`src/rtl/mem_port_arbiter_pkg.sv`:
```
// Shared widths, limits and state encoding for the D/I memory port arbiter.
// Imported by the arbiter top and its starvation-counter sub-module.
package mem_port_arbiter_pkg;

    localparam int DEF_ISIZE        = 16;
    localparam int DEF_DSIZE        = 32;
    localparam int DEF_STARVE_LIMIT = 4;
    localparam int CNT_W            = 4;

    typedef enum logic {
        NORMAL  = 1'b0,
        FAVOR_I = 1'b1
    } arb_state_t;

endpackage

```
`src/rtl/mem_arb_starve_ctr.sv`:
```
// Saturating count of consecutive cycles in which port I asked and lost.
// Once the count reaches the limit, port I is favoured for one grant.
module mem_arb_starve_ctr
    import mem_port_arbiter_pkg::*;
#(
    parameter int STARVE_LIMIT = DEF_STARVE_LIMIT
) (
    input  logic clk,
    input  logic rst,
    input  logic i_ifetch_req,
    input  logic i_ifetch_gnt,
    output logic o_favor
);

    localparam logic [CNT_W-1:0] LIMIT    = CNT_W'(STARVE_LIMIT);
    localparam logic [CNT_W-1:0] LIMIT_M1 = CNT_W'(STARVE_LIMIT - 1);

    arb_state_t       r_state;
    logic [CNT_W-1:0] r_cnt;
    logic             w_lost;

    assign w_lost = i_ifetch_req & ~i_ifetch_gnt;

    // NOTE: reset is synchronous here, so it lives inside the clocked branch and
    // state uses non-blocking assignments so every register samples pre-edge values.
    always_ff @(posedge clk) begin
        if (rst) begin
            r_cnt   <= '0;
            r_state <= NORMAL;
        end else begin
            if (!w_lost)
                r_cnt <= '0;
            else if (r_cnt != LIMIT)
                r_cnt <= r_cnt + 4'd1;

            case (r_state)
                NORMAL:  if (w_lost && r_cnt == LIMIT_M1) r_state <= FAVOR_I;
                FAVOR_I: if (i_ifetch_gnt || !i_ifetch_req) r_state <= NORMAL;
                default: r_state <= NORMAL;
            endcase
        end
    end

    assign o_favor = (r_state == FAVOR_I);

endmodule

```
`src/rtl/mem_port_arbiter.sv`:
```
// Shares one single-port, synchronous-read memory between a data port (D, read/write)
// and an instruction-fetch port (I, read-only); read data returns one cycle later.
module mem_port_arbiter
    import mem_port_arbiter_pkg::*;
#(
    parameter int ISIZE        = DEF_ISIZE,
    parameter int DSIZE        = DEF_DSIZE,
    parameter int STARVE_LIMIT = DEF_STARVE_LIMIT
) (
    input  logic             clk,
    input  logic             rst,
    input  logic             d_req,
    input  logic             d_we,
    input  logic [ISIZE-1:0] d_addr,
    input  logic [DSIZE-1:0] d_wdata,
    output logic             d_gnt,
    output logic             d_rvalid,
    output logic [DSIZE-1:0] d_rdata,
    input  logic             i_req,
    input  logic [ISIZE-1:0] i_addr,
    output logic             i_gnt,
    output logic             i_rvalid,
    output logic [DSIZE-1:0] i_rdata,
    output logic             mem_wen,
    output logic [ISIZE-1:0] mem_addr,
    output logic [DSIZE-1:0] mem_wdata,
    input  logic [DSIZE-1:0] mem_rdata
);

    logic             w_favor;
    logic             w_d_gnt;
    logic             w_i_gnt;
    logic [ISIZE-1:0] w_mem_addr;
    logic [ISIZE-1:0] r_last_addr;
    logic             r_d_rvalid;
    logic             r_i_rvalid;

    mem_arb_starve_ctr #(
        .STARVE_LIMIT (STARVE_LIMIT)
    ) u_starve_ctr (
        .clk          (clk),
        .rst          (rst),
        .i_ifetch_req (i_req),
        .i_ifetch_gnt (w_i_gnt),
        .o_favor      (w_favor)
    );

    // NOTE: every combinational output gets a default first, so no path leaves it
    // unassigned and no latch is inferred.
    always_comb begin
        w_d_gnt = 1'b0;
        w_i_gnt = 1'b0;
        if (!rst) begin
            if (w_favor) begin
                if (i_req)      w_i_gnt = 1'b1;
                else if (d_req) w_d_gnt = 1'b1;
            end else begin
                if (d_req)      w_d_gnt = 1'b1;
                else if (i_req) w_i_gnt = 1'b1;
            end
        end
    end

    // Idle cycles replay the last address so the memory's read register stays put;
    // reset forces zero so it clears while the image loads.
    always_comb begin
        w_mem_addr = r_last_addr;
        if (rst)          w_mem_addr = '0;
        else if (w_d_gnt) w_mem_addr = d_addr;
        else if (w_i_gnt) w_mem_addr = i_addr;
    end

    always_ff @(posedge clk) begin
        if (rst) begin
            r_last_addr <= '0;
            r_d_rvalid  <= 1'b0;
            r_i_rvalid  <= 1'b0;
        end else begin
            r_last_addr <= w_mem_addr;
            r_d_rvalid  <= w_d_gnt & ~d_we;
            r_i_rvalid  <= w_i_gnt;
        end
    end

    assign d_gnt     = w_d_gnt;
    assign i_gnt     = w_i_gnt;
    assign mem_wen   = w_d_gnt & d_we;
    assign mem_addr  = w_mem_addr;
    assign mem_wdata = d_wdata;
    assign d_rvalid  = r_d_rvalid;
    assign i_rvalid  = r_i_rvalid;
    assign d_rdata   = mem_rdata;
    assign i_rdata   = mem_rdata;

endmodule

```
`config.mk`:
```
export PLATFORM = sky130hd
export DESIGN_NAME = mem_port_arbiter
export DESIGN_NICKNAME = d
export VERILOG_FILES = /design/src/rtl/mem_port_arbiter_pkg.sv /design/src/rtl/mem_arb_starve_ctr.sv /design/src/rtl/mem_port_arbiter.sv
export SDC_FILE = /design/constraint.sdc
export NUM_CORES = 1
export LEC_CHECK = 0
export BUFFER_PORTS_ARGS = -buffer_cell sky130_fd_sc_hd__buf_2
export CAP_MARGIN = 30
export CORE_AREA = 2 2 84 86
export DETAILED_ROUTE_END_ITERATION = 7
export DIE_AREA = 0 0 86 88
export PLACE_DENSITY = 0.78
export SLEW_MARGIN = 30
export SYNTH_ARGS = -nofsm -noshare
export SYNTH_HDL_FRONTEND = slang
export SYNTH_SLANG_ARGS = --single-unit
```
`constraint.sdc`:
```
create_clock -name clk -period 1.9 [get_ports clk]
set_clock_uncertainty 0.2 [all_clocks]
set_input_delay 0.475 -clock clk [delete_from_list [all_inputs] [get_ports clk]]
set_output_delay 0.475 -clock clk [all_outputs]
set_load 0.01 [all_outputs]
```
==> reports/qor.yml <==
routing:
  drc: 0
  drt-total-wl_mm: 5.14
  via_count: 1650
  final_antenna_net_count: 0
  avgRoutedWirePerCell_um: 15.5
  drt_pass1_iterations: 4
  via_per_inst: 4.98
  drtIter0Drc: 25
sta:
  hold_viol: 0
  drv_slew: 0
  maxSlewHeadroom_pct: 75.7
  timing.fmax_mhz: 461
  setup_violations: 17
  period_share_pct: 114
  finalCriticalPeriod_ns: 2.17
  worst_slew_pin_slew_ns: 0.363
  layout_setup_ws_ns: -0.270
  whs_ns: 0.167
  final.setup.tns_ns: -3.72
  rsz0062_at_grt: "yes"
synthesis:
  postSynthAreaPerCell_um2: 7.88
  syn_nets: 361
  synth_area_um2: 2030
  synth_xor_area_share_pct: 0.431
  synth-seq-area-share_pct: 22.7
  ys_seq_elements: 23
  synth_top_family_by_area: "buffers and inverters"
  synth_cells: 258
  yosysWarningCount: 0
  synth-compound-area-share_pct: 6.53
  synth_adder_area_share_pct: 1.23
  synth_cell_types: 25
  muxShareOfSynthArea_pct: 0.985
  synth_simple_gate_area_share_pct: 28.3
pwr:
  leakagePower_nw: 0.967
  p_int_mw: 0.857
  p_per_area_nw_per_um2: 527
  peakVddDrop_mv: 0.257
  clockPowerShare_pct: 25.3
  totalPowerFinal_mw: 1.22
  netSwitchingFraction_pct: 30.0
  combPwrFrac_pct: 32.6
  switching_power_mw: 0.368
  p_seq_share_pct: 42.1
clock_network:
  cts_tree: "done"
  htreeDepth: 1
  cts_buffers: 3
  clkTransAtPathRegs_ns: 0.09
  clk_latency_ns: 0.26
  root_buffer: "clkbuf_8"
  clock_path_buffers: 2
  clock_sinks: 23
  hold_buffers: 0
worst_hold_path:
  min_path_cells: 2
  min_path_type: "input port to flip-flop"
layout:
  num-nets-final: 355
  diodes: 0
  fin_cells: 331
  final.fill_count: 677
  final_cell_mix: "buf_2, buf_4, dfxtp_1"
  layout_commonest_cell: "buf_2"
  drive_gt1_share_pct: 57.8
  areaGrowthSynthToFinish_pct: 14.5
place:
  port_buffers: 57
  dpl_worst_slack_ns: -0.363
  detailed_place_hpwl_mm: 4.01
  place.gp.congestion: 0.729
  place_inst: 328
setup_path:
  cpMaxStageDelayCell: "dfxtp_2"
  critPathCaptureType: "output port"
  crit_required_ns: 1.22
  path_class: "flip-flop to output port"
  cp_max_fo: 9
  arrival_ns: 1.49
  cpPeakStageDelay_ns: 0.33
  crit_buf_inv: 2
  rr_worst_depth: 5
  path_cells: "and2b_2 -> buf_8 -> nor3_4 -> nor4_4 -> buf_2"
  start_kind: "flip-flop"
  cp_top_family: "simple AND/OR/NAND/NOR gates"
  cp.depth: 5
status:
  outcome: "finished with violations"
  violations: "negative setup slack"
die:
  die-area_um2: 7570
  rows: 30
  die_height_um: 88
  initial_core_util_pct: 30.6
  core-area_um2: 6640
  dieWidth_um: 86
  pin_count: 218
job:
  maxCapViolCount: 0
global_routing:
  antenna_found_initial: 0
  top_usage_layer: "met2"
  use_met3_pct: 2.26
  met1_usage_pct: 13.9
  met2_usage_pct: 24.0
  grt_pass1_vias: 1704
  grt_pass1_wl_mm: 7.98
  gr-total-overflow: 0
  grt_usage_pct: 13.3
  grt_max_degree: 23
## kinds of logic after synthesis
logic type      after synthesis
mux                           2
xor+xnor                      1
simple gates                 98
buf+inv                     114
compound gates               18
flops                        23
fa+ha+maj                     2
## final timing paths
kind | from | endpoint | slack [ns]
setup / recovery | u_starve_ctr.o_favor | mem_addr[11] | -0.27
hold / removal | d_we | d_rvalid | 0.17
setup reg to reg | u_starve_ctr.o_favor | r_last_addr[3] | 0.40
hold reg to reg | u_starve_ctr.r_cnt[3] | u_starve_ctr.o_favor | 0.30
## power by group through the flow
stage	Clock [mW]	Sequential, mW	Combinational (mW)
2_1_floorplan	0	0.526	0.420
3_3_place_gp	0	0.526	0.371
3_5_place_dp	0	0.526	0.381
4_1_cts	0.332	0.515	0.393
5_1_grt	0.350	0.518	0.434
6_report	0.310	0.515	0.400
## routing by layer
layer | up-vias | routed length, um
li1 | 778 | -
met1 | 767 | 1910
met2 | 66 | 2590
met3 | 39 | 370
met4 | 0 | 274
met5 | - | 0
## per-stage QoR
| stage | area (um2) | util, % |
|---|---|---|
| 2_1_floorplan | 2270 | - |
| 3_3_place_gp | 2190 | 33.0 |
| 3_5_place_dp | 2190 | 33.0 |
| 4_1_cts | 2280 | 34.4 |
| 5_1_grt | 2330 | 35.0 |
| 6_report | 2330 | 35.0 |
## state kept, by name (all words and copies together) (netlist names)
signal,count
u_starve_ctr.o_favor,1
u_starve_ctr.r_cnt,4
i_rvalid,1
r_last_addr,16
d_rvalid,1
## area by class of cell
type / count / area, um2 / area share, %
timing repair buffer: 99 / 669 / 28.8
inverter: 4 / 17.5 / 0.753
clock buffer: 4 / 45.0 / 1.94
tap: 80 / 100 / 4.30
multi-input combinational: 121 / 1030 / 44.4
sequential: 23 / 462 / 19.8
## timing repair
action	in CTS	in global routing
pin swaps	3	3
setup endpoints to repair	18	18
buffers inserted	1	0
gates resized for setup	12	13
## synth_stat cells, drive strengths merged
| library cell | count | area [um2] |
|---|---|---|
| a211oi | 16 | 120 |
| a21boi | 1 | 7.51 |
| a21oi | 1 | 5.00 |
| and2 | 1 | 6.26 |
| and2b | 1 | 7.51 |
| buf | 105 | 777 |
| clkbuf | 5 | 18.8 |
| dfxtp | 23 | 460 |
| ha | 2 | 25.0 |
| inv | 4 | 15.0 |
| mux2i | 2 | 20.0 |
| nand2 | 1 | 3.75 |
| nand2b | 1 | 6.26 |
| nand3 | 1 | 5.00 |
| nand3b | 2 | 15.0 |
| nor2 | 21 | 78.8 |
| nor2b | 18 | 113 |
| nor3 | 19 | 130 |
| nor4 | 32 | 200 |
| nor4b | 1 | 8.76 |
| xnor2 | 1 | 8.76 |
## worst reg2reg max path, cell delays in order (launching register included)
cell	delay, ns
dfxtp_2	0.33
and2b_2	0.25
buf_4	0.16
nor3_1	0.26
buf_4	0.17
nor4_1	0.04
Note: power is estimated with default switching activity, not from simulation.
